--- src/rtl/qspi_ctrl.sv ---
// qspi_ctrl: quad-SPI master for a boot flash and two optional PSRAMs.
// Define QSPI_CTRL_RAM_EN to enable the RAM A / RAM B targets.
module qspi_ctrl (
  input  logic        clk,
  input  logic        rstn,
  input  logic        start,
  input  logic [1:0]  target,
  input  logic        write,
  input  logic [23:0] addr,
  input  logic [1:0]  len,
  input  logic [31:0] wdata,
  output logic [31:0] rdata,
  output logic        busy,
  output logic        done,
  output logic        error,
  output logic        qspi_clk,
  output logic [3:0]  qspi_data_out,
  output logic [3:0]  qspi_data_oe,
  input  logic [3:0]  qspi_data_in,
  output logic        qspi_flash_select,
  output logic        qspi_ram_a_select,
  output logic        qspi_ram_b_select
);

  typedef enum logic [2:0] {
    IDLE,
    CMD,
    ADDR,
    MODE,
    DUMMY,
    DATA,
    DONE
  } state_t;

  state_t state, state_d;

  logic        ph;
  logic [3:0]  cnt;
  logic [31:0] sh;
  logic [1:0]  tgt;
  logic [1:0]  ln;
  logic        wr;
  logic [23:0] adr;
  logic [31:0] wd;
  logic        err_q;

  logic        bad;
  logic        accept;
  logic        step;
  logic        drive;
  logic [2:0]  ni;
  logic [4:0]  pos;

`ifdef QSPI_CTRL_RAM_EN
  assign bad = (target == 2'd3) ||
               (target == 2'd0 && write);
`else
  assign bad = (target != 2'd0) || write;
`endif

  assign accept = start &&
                  (state == IDLE || state == DONE);
  assign busy = state inside {CMD, ADDR, MODE, DUMMY, DATA};
  assign done = (state == DONE);
  assign error = err_q;

  // cnt counts remaining SPI cycles of the current field
  assign step = busy && ph && (cnt == 4'd0);

  assign drive = (state inside {CMD, ADDR, MODE}) ||
                 (state == DATA && wr);

  assign qspi_clk = busy && ph;
  assign qspi_data_oe = drive ? 4'hF : 4'h0;
  assign qspi_data_out = drive ? sh[31:28] : 4'h0;

  assign qspi_flash_select = !(busy && tgt == 2'd0);
`ifdef QSPI_CTRL_RAM_EN
  assign qspi_ram_a_select = !(busy && tgt == 2'd1);
  assign qspi_ram_b_select = !(busy && tgt == 2'd2);
`else
  assign qspi_ram_a_select = 1'b1;
  assign qspi_ram_b_select = 1'b1;
`endif

  // nibble index within DATA -> little-endian bit slot
  assign ni = {ln, 1'b1} - cnt[2:0];
  assign pos = {ni[2:1], ~ni[0], 2'b00};

  always_comb begin
    state_d = state;
    unique case (state)
      IDLE, DONE: begin
        state_d = IDLE;
        if (accept && !bad)
          state_d = (target == 2'd0) ? ADDR : CMD;
      end
      CMD:
        if (step) state_d = ADDR;
      ADDR:
        if (step) begin
          if (tgt == 2'd0) state_d = MODE;
          else if (wr) state_d = DATA;
          else state_d = DUMMY;
        end
      MODE:
        if (step) state_d = DUMMY;
      DUMMY:
        if (step) state_d = DATA;
      DATA:
        if (step) state_d = DONE;
      default: state_d = IDLE;
    endcase
  end

  always_ff @(posedge clk or negedge rstn) begin
    if (!rstn) state <= IDLE;
    else state <= state_d;
  end

  always_ff @(posedge clk or negedge rstn) begin
    if (!rstn) begin
      ph <= 1'b0;
      cnt <= 4'd0;
      sh <= 32'd0;
      tgt <= 2'd0;
      ln <= 2'd0;
      wr <= 1'b0;
      adr <= 24'd0;
      wd <= 32'd0;
      err_q <= 1'b0;
      rdata <= 32'd0;
    end else begin
      err_q <= accept && bad;
      if (accept && !bad) begin
        tgt <= target;
        ln <= len;
        wr <= write;
        adr <= addr;
        wd <= wdata;
        ph <= 1'b0;
        if (!write) rdata <= 32'd0;
        if (target == 2'd0) begin
          sh <= {addr, 8'h00};
          cnt <= 4'd5;
        end else begin
          sh <= {(write ? 8'h02 : 8'h0B), 24'h0};
          cnt <= 4'd1;
        end
      end else if (busy) begin
        ph <= ~ph;
        if (!ph) begin
          if (state == DATA && !wr)
            rdata[pos +: 4] <= qspi_data_in;
        end else if (cnt != 4'd0) begin
          cnt <= cnt - 4'd1;
          sh <= {sh[27:0], 4'h0};
        end else begin
          unique case (state)
            CMD: begin
              sh <= {adr, 8'h00};
              cnt <= 4'd5;
            end
            ADDR:
              unique case (1'b1)
                tgt == 2'd0: begin
                  sh <= {8'hA5, 24'h0};
                  cnt <= 4'd1;
                end
                wr: begin
                  sh <= {wd[7:0], wd[15:8],
                         wd[23:16], wd[31:24]};
                  cnt <= {1'b0, ln, 1'b1};
                end
                default: cnt <= 4'd3;
              endcase
            MODE: cnt <= 4'd3;
            DUMMY: cnt <= {1'b0, ln, 1'b1};
            default: cnt <= 4'd0;
          endcase
        end
      end
    end
  end

endmodule

--- config.mk ---
export PLATFORM = sky130hd
export DESIGN_NAME = qspi_ctrl
export DESIGN_NICKNAME = d
export VERILOG_FILES = /design/src/rtl/qspi_ctrl.sv
export SDC_FILE = /design/constraint.sdc
export NUM_CORES = 1
export LEC_CHECK = 0
export CAP_MARGIN = 5
export CORE_UTILIZATION = 48
export DETAILED_ROUTE_END_ITERATION = 12
export GPL_TIMING_DRIVEN = 0
export PLACE_DENSITY = 0.74
export SLEW_MARGIN = 20
export SYNTH_ARGS = -nofsm -noshare
export SYNTH_HDL_FRONTEND = slang
export SYNTH_SLANG_ARGS = --single-unit
--- constraint.sdc ---
create_clock -name clk -period 2.9 [get_ports clk]
set_clock_uncertainty 0.15 [all_clocks]
set_input_delay 0.58 -clock clk [delete_from_list [all_inputs] [get_ports clk]]
set_output_delay 0.58 -clock clk [all_outputs]
set_load 0.05 [all_outputs]
==> results.cfg <==
[outcome]
status = finished, final reports clean

[global_routing]
antenna_found_initial = 0
grt_max_degree = 80
grt_pass1_vias = 5997
grt_usage_pct = 27.8
grt_pass1_wl_um = 30300
grt_overflow_total = 0

[synth]
synth_top_area_share_pct = 52.2
synth_compound_gate_area_share_pct = 12.8
synth_top_family_by_area = simple AND/OR/NAND/NOR gates
synth_largest_area_cell = dfrtp_1
synth-adder-area-share_pct = 1.95
async_flop_share_pct = 100
synth_common_cells = nand2_1 (234), dfrtp_1 (134), nand3_1 (54), nor2_1 (26)
ys_ff_latch = 134
yosys-top-cells-area = dfrtp_1 (52%), nand2_1 (14%), nand3_1 (4.2%), a22o_1 (3.4%), a21oi_1 (1.9%)
syn_inst = 718
yosysWarnings = 0
yosysUniqueCellTypes = 57
ys.flop_type = dfrtp_1
muxShareOfSynthArea_pct = 1.25
yosysMostFrequentCell = nand2_1
synth-simple-area-share_pct = 26.0
synth_xor_area_share_pct = 0.487
synth_edf_count = 0
syn_area_mm2 = 0.00643
syn_area_per_cell_um2 = 8.95
synth-seq-area-share_pct = 52.2

[critical_path]
crit_buf_inv = 4
cp_top_family = buffers and inverters
path_max_fanout = 10
r2r_cells = 5
crit_slowest_cell = dfrtp_1
cp.required_ns = 2.17
r2r_start = state[2]
crit_arrival_ns = 2.09
max_stage_delay_ns = 0.43
start_kind = flop
worstPathCellList = buf_2 -> inv_1 -> nand2_1 -> a21oi_4 -> buf_4 -> clkdlybuf4s18_2
path_class = reg2out
reg2reg_to = sh[4]
r2r_slack_ns = 0.08
cp-end-kind = output port

[power]
pwr-share-clk_pct = 24.4
switchingPower_w = 0.00358
p_int_w = 0.00503
p_leak_nw = 3.92
powerDensity_mw_per_mm2 = 1030
vdd_drop_max_mv = 0.465
pwr-share-seq_pct = 31.8
switching_share_pct = 41.6
combPwrFrac_pct = 43.8

[floorplanning]
fp.dieH_um = 118
die_area_mm2 = 0.0139
io_pins = 115
std_cell_rows = 41
initial_core_util_pct = 50.1
fp.dieW_um = 118
core_mm2 = 0.0128

[layout]
fin_cells = 1032
drive_gt1_share_pct = 10.1
fin_nets = 925
antenna_cells = 0
synthToLayoutAreaGrowth_pct = 29.5
fillCellCount = 1095

[drt]
ant_nets = 0
via_count = 5836
via_per_inst = 5.66
wl_per_cell_um = 17.8
first_pass_iters = 5
drc = 0
drt-initial-drc-count = 500
finalWirelength_um = 18400

[worst_hold_path]
hold_class = reg2reg
min-delay-start = wd[24]
holdPathStages = 2
holdPathEnd = wd[24]

[timing]
period_share_pct = 97.3
post-route-min-period_ns = 2.82
fmax_mhz = 354
timing.setup.tns_ns = 0
finalSetupViolCount = 0
hold_viol_final = 0
tightest_slew_ns = 0.865
relSlewSlack_pct = 42.1
rsz0062_at_grt = true
finalMaxSlewViolations = 0

[clock_tree]
clk_latency_ns = 0.42
clockBufferDepth = 2
cts.clk_slew.worst_paths_ns = 0.06
numCtsBuffers = 17
cts_tree = done
ctsHtreeMaxLevel = 4
clkSinkCount = 134
root_buffer = clkbuf_16

[placed_design]
hpwl_um = 12800
gp_congestion = 0.883
dp_cells = 1000
portBuffers = 108

[run]
maxCapViolCount = 0
routing by layer:
metal | vias to the layer above | GRT usage, % | share of wire (%)
met1 | 2841 | 34.1 | 42
met4 | 0 | 11.8 | 2.5
met2 | 259 | 47.5 | 49
met3 | 38 | 5.77 | 6.9
li1 | 2698 | - | -
met5 | - | 0 | 0
kinds of logic (layout without fill, tap and decap cells):
family / Yosys count / in the layout
muxes: 8 / 8
other: 1 / 2
buffers and inverters: 67 / 208
xor gates and xnor gates: 2 / 2
AOI/OAI and AO/OA: 120 / 120
DFF: 134 / 134
adders and majority gates: 10 / 10
and+or+nand+nor: 376 / 376
cells in the final DEF, fill, tap and decap left out, drive strengths merged, types with 2 or more instances in the layout:
| cell type | instances |
|---|---|
| a211o | 2 |
| a211oi | 3 |
| a21oi | 26 |
| a221o | 2 |
| a221oi | 2 |
| a22o | 25 |
| a31oi | 14 |
| and2 | 10 |
| and3 | 4 |
| buf | 39 |
| bufinv | 2 |
| clkbuf | 51 |
| clkdlybuf4s18 | 3 |
| clkdlybuf4s50 | 95 |
| clkinv | 6 |
| conb | 2 |
| dfrtp | 134 |
| ha | 10 |
| inv | 9 |
| mux2i | 8 |
| nand2 | 236 |
| nand2b | 3 |
| nand3 | 54 |
| nand3b | 3 |
| nor2 | 26 |
| nor2b | 3 |
| nor3 | 13 |
| nor3b | 6 |
| nor4 | 6 |
| o211ai | 15 |
| o21ai | 20 |
| o22ai | 2 |
| o31ai | 2 |
| or3 | 3 |
| or3b | 2 |
state kept, by name, summed over array words and instances (netlist names):
register,cells
rdata,32
sh,32
wd,32
adr,24
cnt,4
state,3
ln,2
tgt,2
error,1
ph,1
wr,1
worst max-delay path by stage:
| stage | startpoint | endpoint | slack [ns] | depth (start not counted) |
|---|---|---|---|---|
| floorplan | state[2] | done | 0.14 | 3 |
| global placement | rstn | wd[12] | -4.01 | 1 |
| detailed placement | state[2] | qspi_data_out[3] | -0.18 | 5 |
| CTS | state[2] | done | 0.02 | 4 |
| global route | state[2] | sh[4] | -0.02 | 5 |
| finish | state[1] | qspi_data_oe[1] | 0.08 | 6 |
per-stage QoR:
| stage | setup slack [ns] | hold WS [ns] | util [%] | area, µm² | power [W] |
|---|---|---|---|---|---|
| detailed placement | -0.184 | 0.313 | 60.5 | 7760 | 0.00652 |
| finish | 0.0790 | 0.325 | 64.9 | 8330 | 0.00861 |
| floorplan | 0.141 | 0.134 | - | 6430 | 0.00535 |
| CTS | 0.0197 | 0.327 | 65.1 | 8350 | 0.00859 |
| global placement | -4.01 | 0.308 | 60.3 | 7730 | 0.00643 |
| global route | -0.0200 | 0.346 | 64.9 | 8330 | 0.00905 |
layout make-up:
cell class	instances	area, µm²	share of cell area (%)
Buffer	57	307	3.68
Clock buffer	23	468	5.62
Clock inverter	9	101	1.22
Inverter	9	36.3	0.436
Multi-Input combinational cell	518	2760	33.2
Sequential cell	134	3350	40.3
Tap cell	172	215	2.58
Timing Repair Buffer	110	1080	13.0
power groups by stage:
stage | logic (W) | registers (W) | clock network [W]
2_1_floorplan | 0.00252 | 0.00284 | 0
3_3_place_gp | 0.00370 | 0.00274 | 0
3_5_place_dp | 0.00377 | 0.00275 | 0
4_1_cts | 0.00376 | 0.00272 | 0.00211
5_1_grt | 0.00409 | 0.00278 | 0.00219
6_report | 0.00377 | 0.00274 | 0.00210
repair_timing:
item,CTS,global route
setup buffers,0,0
hold endpoints to repair,55,0
hold buffers,1,0
resized for setup,36,25
pin swaps,0,0
setup endpoints to repair,13,49
worst min-delay path, cell delays in order, from the launching register on:
cell and delay, ns:
dfrtp_1 0.34, nand2_1 0.05, nand2_1 0.05
Power figures use the tool's default switching activity.
==> patch 1, RTL diff (same flow settings) <==
Register the input `wdata` before use, without a reset. The logic sees it one clock later. The other inputs are not delayed to match.
--- a/src/rtl/qspi_ctrl.sv
+++ b/src/rtl/qspi_ctrl.sv
@@ -31,6 +31,12 @@
     DATA,
     DONE
   } state_t;
+
+  logic [31:0] wdata_q;
+
+  always_ff @(posedge clk) begin
+    wdata_q <= wdata;
+  end
 
   state_t state, state_d;
 
@@ -137,7 +143,7 @@
         ln <= len;
         wr <= write;
         adr <= addr;
-        wd <= wdata;
+        wd <= wdata_q;
         ph <= 1'b0;
         if (!write) rdata <= 32'd0;
         if (target == 2'd0) begin
Check against the original RTL: no difference found for any inputs over 4 cycles, from zero or initial values and one cycle with rstn low; that may be too few to reach the edited logic, so the function may still have changed.
==> patch 1 against the original RTL <==
  * The run now ends with design-rule violations left
  * Area after synthesis rose by 14%
  * Final area rose by 13%
  * Worst setup slack improved by 57 ps
  * Count of clock-buffer cells in the layout fell by 1
  * Total power rose by 23%
  * Via count rose by 7.1%
  * Sequential cell count rose by 32
  * Routed wire length rose by 4.3%
  * Critical path type unchanged
==> patch 1: results (changes against the original RTL) <==
Run status
  • Status: complete, but fails checks
  • Violated checks: design-rule violations

Clock tree
  • Later-pin clock latency in the skew report: 430 ps
  • Clk buf depth: 2 (unchanged)
  • CTS H-tree depth: 4 (unchanged)
  • Clk slew on worst S/H paths: 60 ps (about the same)
  • Root buf cell: clkbuf_16

GRT
  • Vias in the first global route: 6209 (+3.5%)
  • Largest net degree at the start of global routing: 91 (+14%)
  • Global-route wire length before repair: 31.3 mm (+3.1%)
  • Antenna violations before repair: 0 (unchanged)
  • GRT Overall Usage: 25.5% (-2.4 points)

Placement
  • Routability Congestion: 0.862 (-2.4%)
  • Post-DP HPWL: 13.3 mm (+3.9%)
  • Dpl cell area: 8720 sq um (+12%)
  • Port Buffers: 112 (+3.7%)

Yosys
  • Area contributors post-synth: dfrtp_1 (46%), nand2_1 (10%), dfxtp_1 (8.7%)
  • Post-synthesis sequential area ratio: 54.4% (+2.3 points)
  • Distinct cells, synth: 63 (+11%)
  • Cell Area, Synth: 7340 sq um (+14%)
  • Synth Flop Type: dfrtp_1
  • Commonest cells post-synth: nand2_1 (204), dfrtp_1 (134), nor2_1 (37)
  • Synth async-reset ratio: 80.7% (-19 points)
  • Post-synth top area share: 45.7% (-6.5 points)

Power and ir drop
  • Leak Pwr: 4.19 nW (+6.8%)
  • VDD IR max: 0.576 mV (+24%)

Timing
  • Slew @ Worst Pin: 679 ps (-186 ps)

Detailed routing
  • Pre-antenna DRT Iters: 9 (+4)
  • Drt total wl: 19.2 mm (+4.3%)
  • Vias per cell: 5.75 (+1.6%)
  • Initial drt markers: 442 (-12%)
  • DRC viols: 11 (+11)

Cells and area
  • Filler Cell Count: 1225 (+12%)
  • ANT cells: 0 (unchanged)
  • Final Net Count: 969 (+4.8%)
  • Design area: 9410 sq um (+13%)
  • Layout cells sized above 1: 11.9% (+1.8 points)

Critical path
  • Worst-path fanout max: 9 (-1)
  • Worst EP arrival: 2030 ps (-60 ps)
  • Crit path max-delay cell type: or3_1

Min path
  • Worst min path class: flip-flop to flip-flop
-- patch 1: cell count changes in the layout (fill, tap and decap cells not counted), moves of 17 or more --
cell | before | now
nand3_1 | 54 | 31
a311o_1 | 0 | 20
a211oi_1 | 3 | 20
nand2_1 | 234 | 204
dfxtp_1 | 0 | 32
-- patch 1: where the power goes --
group          leakage, nW  internal [mW]  total [mW]  switching, mW
clock                0.313           1.54        2.47          0.929
sequential            1.99           2.95        3.32          0.373
combinational         1.88           1.73        4.76           3.03
total                 4.19           6.22        10.5           4.33
-- patch 1: metrics by stage --
| step | setup slack (ps) | hold WS [ps] | std cells |
|---|---|---|---|
| after floorplan | 416 | 134 | 755 |
| after global placement | -4190 | 250 | 1051 |
| after detailed placement | -753 | 254 | 1052 |
| after CTS | 9.74 | 266 | 1084 |
| after global routing | 26.9 | 284 | 1088 |
| final | 136 | 264 | 1088 |
-- patch 1: repair_timing --
item,in CTS,in global routing
gates resized for setup,39,30
hold buffers,1,0
setup buffers,1,4
pin swaps,0,0
cloned,0,0
setup endpoints to repair,19,47
hold endpoints to repair,44,0
-- patch 1: routing by layer --
layer	share of wire [%]	GRT usage (%)	vias up
li1	-	-	2930
met1	42	32.4	3014
met2	48	42.5	260
met3	6.2	4.84	49
met4	2.8	11.1	0
met5	0	0	-
-- patch 1: final cells by class --
class	instances	share of cell area, %
tap	184	2.45
buffer	60	3.54
multi-input combinational	515	31.9
sequential	166	42.5
clock buffer	22	5.15
timing repair buffer	119	12.2
inverter	12	0.519
clock inverter	10	1.77
-- patch 1: path summary, 6_finish.rpt --
path	slack [ps]	startpoint	end	cells past startpoint
worst max-delay path	140	state[0]$_DFFE_PN0P_	qspi_clk	5
worst min-delay path	260	wdata_q[12]$_DFF_P_	wd[12]$_DFFE_PN0P_	2
worst max register to register	180	cnt[0]$_DFFE_PN0P_	sh[25]$_DFFE_PN0P_	9
worst min register to register	260	wdata_q[12]$_DFF_P_	wd[12]$_DFFE_PN0P_	2
max in group asynchronous	1370	rstn	cnt[2]$_DFFE_PN0P_	3
min in group asynchronous	470	rstn	rdata[2]$_DFFE_PN0P_	2
-- patch 1: kinds of logic (layout without fill, tap and decap cells) --
group	count (synthesis)	after routing	synth area share (%)
xor+xnor	4	4	0.682
buf+inv	74	223	5.05
flops	166	166	54.4
fa+ha+maj	10	10	1.71
mux	6	6	0.887
simple gates	320	320	19.4
compound gates	173	173	17.8
other cells	1	2	0.0511
-- patch 1: worst min-delay path: cells and delay by family (launching register included) --
family           cells  cell delay [ps]
DFF                  1              300
and+or+nand+nor      2               90
==> patch 2, RTL diff (same flow settings) <==
Made on the original files. The option `QSPI_CTRL_RAM_EN` is turned on by a define.
--- a/src/rtl/qspi_ctrl.sv
+++ b/src/rtl/qspi_ctrl.sv
@@ -1,5 +1,7 @@
 // qspi_ctrl: quad-SPI master for a boot flash and two optional PSRAMs.
 // Define QSPI_CTRL_RAM_EN to enable the RAM A / RAM B targets.
+`define QSPI_CTRL_RAM_EN
+
 module qspi_ctrl (
   input  logic        clk,
   input  logic        rstn,
Behaviour: not the same (a bounded check fails within 4 cycles, from zero or initial values and one cycle with rstn low).
==> patch 2 against the original RTL <==
  * Area after synthesis up 4.0%
  * Fmax shrank 0.32%
  * Sequential share of layout area decreased by 1.9 points
  * Final area grew 5.1%
  * Routed wire length grew 4.0%
  * Worst setup slack got worse by 9.0 ps
  * Sequential cell count unchanged
  * Hold slack better by 1.3 ps
  * Total power up 23%
  * Critical path type unchanged
==> patch 2: results (changes against the original RTL) <==
Placement
  • Port Buffers: 114 (+5.6%)
  • Routability Congestion: 0.905 (+2.5%)
  • Dpl cell area: 8080 sq um (+4.1%)
  • Post-DP HPWL: 13.7 mm (+6.9%)
  • Pre-CTS WS: -760 ps (-576 ps)

Critical path
  • Worst setup path endpoint: qspi_clk
  • Worst-path fanout max: 6 (-4)
  • Flop-to-flop setup slack: 190 ps (+110 ps)
  • RR Endpoint: sh[14]$_DFFE_PN0P_
  • Reg-to-Reg Start: cnt[0]$_DFFE_PN0P_
  • Worst Reg-to-Reg Cells: 9 (+4)
  • Critical Path Start: state[2]$_DFFE_PN0P_

Yosys
  • Commonest cells post-synth: nand2_1 (238), dfrtp_1 (134), nor2_1 (80)
  • Distinct cells, synth: 60 (+5.3%)
  • Post-synthesis sequential area ratio: 50.1% (-2.0 points)
  • Area contributors post-synth: dfrtp_1 (50%), nand2_1 (13%), nor2_1 (4.5%)

GRT
  • Global-route wire length before repair: 30.5 mm (+0.80%)
  • Largest net degree at the start of global routing: 101 (+26%)
  • GRT Overall Usage: 27.6% (-0.18 points)
  • Vias in the first global route: 5953 (-0.73%)

Detailed routing
  • Initial drt markers: 644 (+29%)
  • Drt wl/cell: 17.6 microns (-1.0%)
  • Vias per cell: 5.74 (+1.5%)

Power and ir drop
  • VDD IR max: 0.521 mV (+12%)
  • Leak Pwr: 3.98 nW (+1.4%)

Min path
  • Hold Crit Depth: 2 (unchanged)
  • Hold EP: wd[26]$_DFFE_PN0P_
  • Hold path start: wd[26]$_DFFE_PN0P_

Clock tree
  • Root buf cell: clkbuf_16
  • Clk buf depth: 2 (unchanged)

Run status
  • Status: completed

Cells and area
  • Filler Cell Count: 1129 (+3.1%)
  • Layout cells sized above 1: 11.5% (+1.3 points)
  • Final Net Count: 973 (+5.2%)

Timing
  • Tcrit/Tclk final: 97.6% (+0.31 points)
  • Slew Viols, Final: 0 (unchanged)
  • Slew HR: 47.3% (+5.3 points)
==> patch 2: cell types whose count changed in the layout (fill, tap and decap cells not counted), sizes merged, moves of 4 or more <==
| cell | delta |
|---|---|
| clkdlybuf4s50 | +4 |
| nor2 | +54 |
| clkbuf | -6 |
| o221a | +4 |
| mux2i | +8 |
| a221oi | +20 |
| o211ai | -10 |
| nor3 | -12 |
| and2 | -4 |
| a22o | -16 |
| nand3 | -15 |
| clkdlybuf4s15 | +6 |
| a31oi | +13 |
==> patch 2: per-layer routing <==
metal	global-route usage [%]	routed length [microns]	vias up
met1	37.8	8230	2986
met5	0	0	-
met2	43.9	9020	327
met3	4.18	1430	38
met4	11.6	436	0
li1	-	-	2868
==> patch 2: report_power, final <==
part	leakage (nW)	internal, mW	total (mW)	switching (mW)
Sequential	1.69	2.59	3.12	0.527
Clock	0.306	1.51	2.33	0.827
Combinational	1.98	1.79	5.10	3.31
==> patch 2: timing repair <==
| action | in CTS | in global routing |
|---|---|---|
| pin swaps | 1 | 2 |
| resized for setup | 54 | 15 |
| setup endpoints to repair | 63 | 75 |
| buffers inserted | 0 | 2 |
| cloned | 0 | 0 |
| endpoints found under the hold margin | 34 | 0 |
| hold buffers | 1 | 0 |
==> patch 2: cell families (layout without fill, tap and decap cells) <==
group           after synthesis  in the layout  synth area share [%]
fa+ha+maj                    10             10                  1.87
mux                          16             16                  2.40
simple gates                400            400                  26.3
xor+xnor                      5              5                 0.861
compound gates              130            130                  14.0
buf+inv                      66            213                  4.42
flops                       134            134                  50.1
==> patch 2: through the flow <==
step | util (%) | power (mW) | hold slack [ps] | TNS (ps) | cells
final | 65.3 | 10.6 | 327 | 0 | 1084
after global routing | 65.3 | 11.2 | 349 | 0 | 1084
after CTS | 65.4 | 10.5 | 327 | 0 | 1083
after detailed placement | 60.3 | 8.12 | 313 | -39030 | 1052
after global placement | 60.1 | 7.93 | 308 | -575420 | 1051
after floorplan | - | 6.59 | 134 | 0 | 761
==> patch 2: layout make-up <==
type | instances | area share [%]
Tap cell | 176 | 2.52
Timing Repair Buffer | 118 | 13.5
Clock inverter | 11 | 1.94
Multi-Input combinational cell | 561 | 35.0
Buffer | 52 | 2.84
Inverter | 11 | 0.472
Sequential cell | 134 | 38.3
Clock buffer | 21 | 5.37
==> patch 2: critical path, stage by stage, from the launching register on <==
cell	delay, ps
dfrtp_1	450
or3_1	460
nand3_1	250
inv_1	150
clkdlybuf4s18_2	370
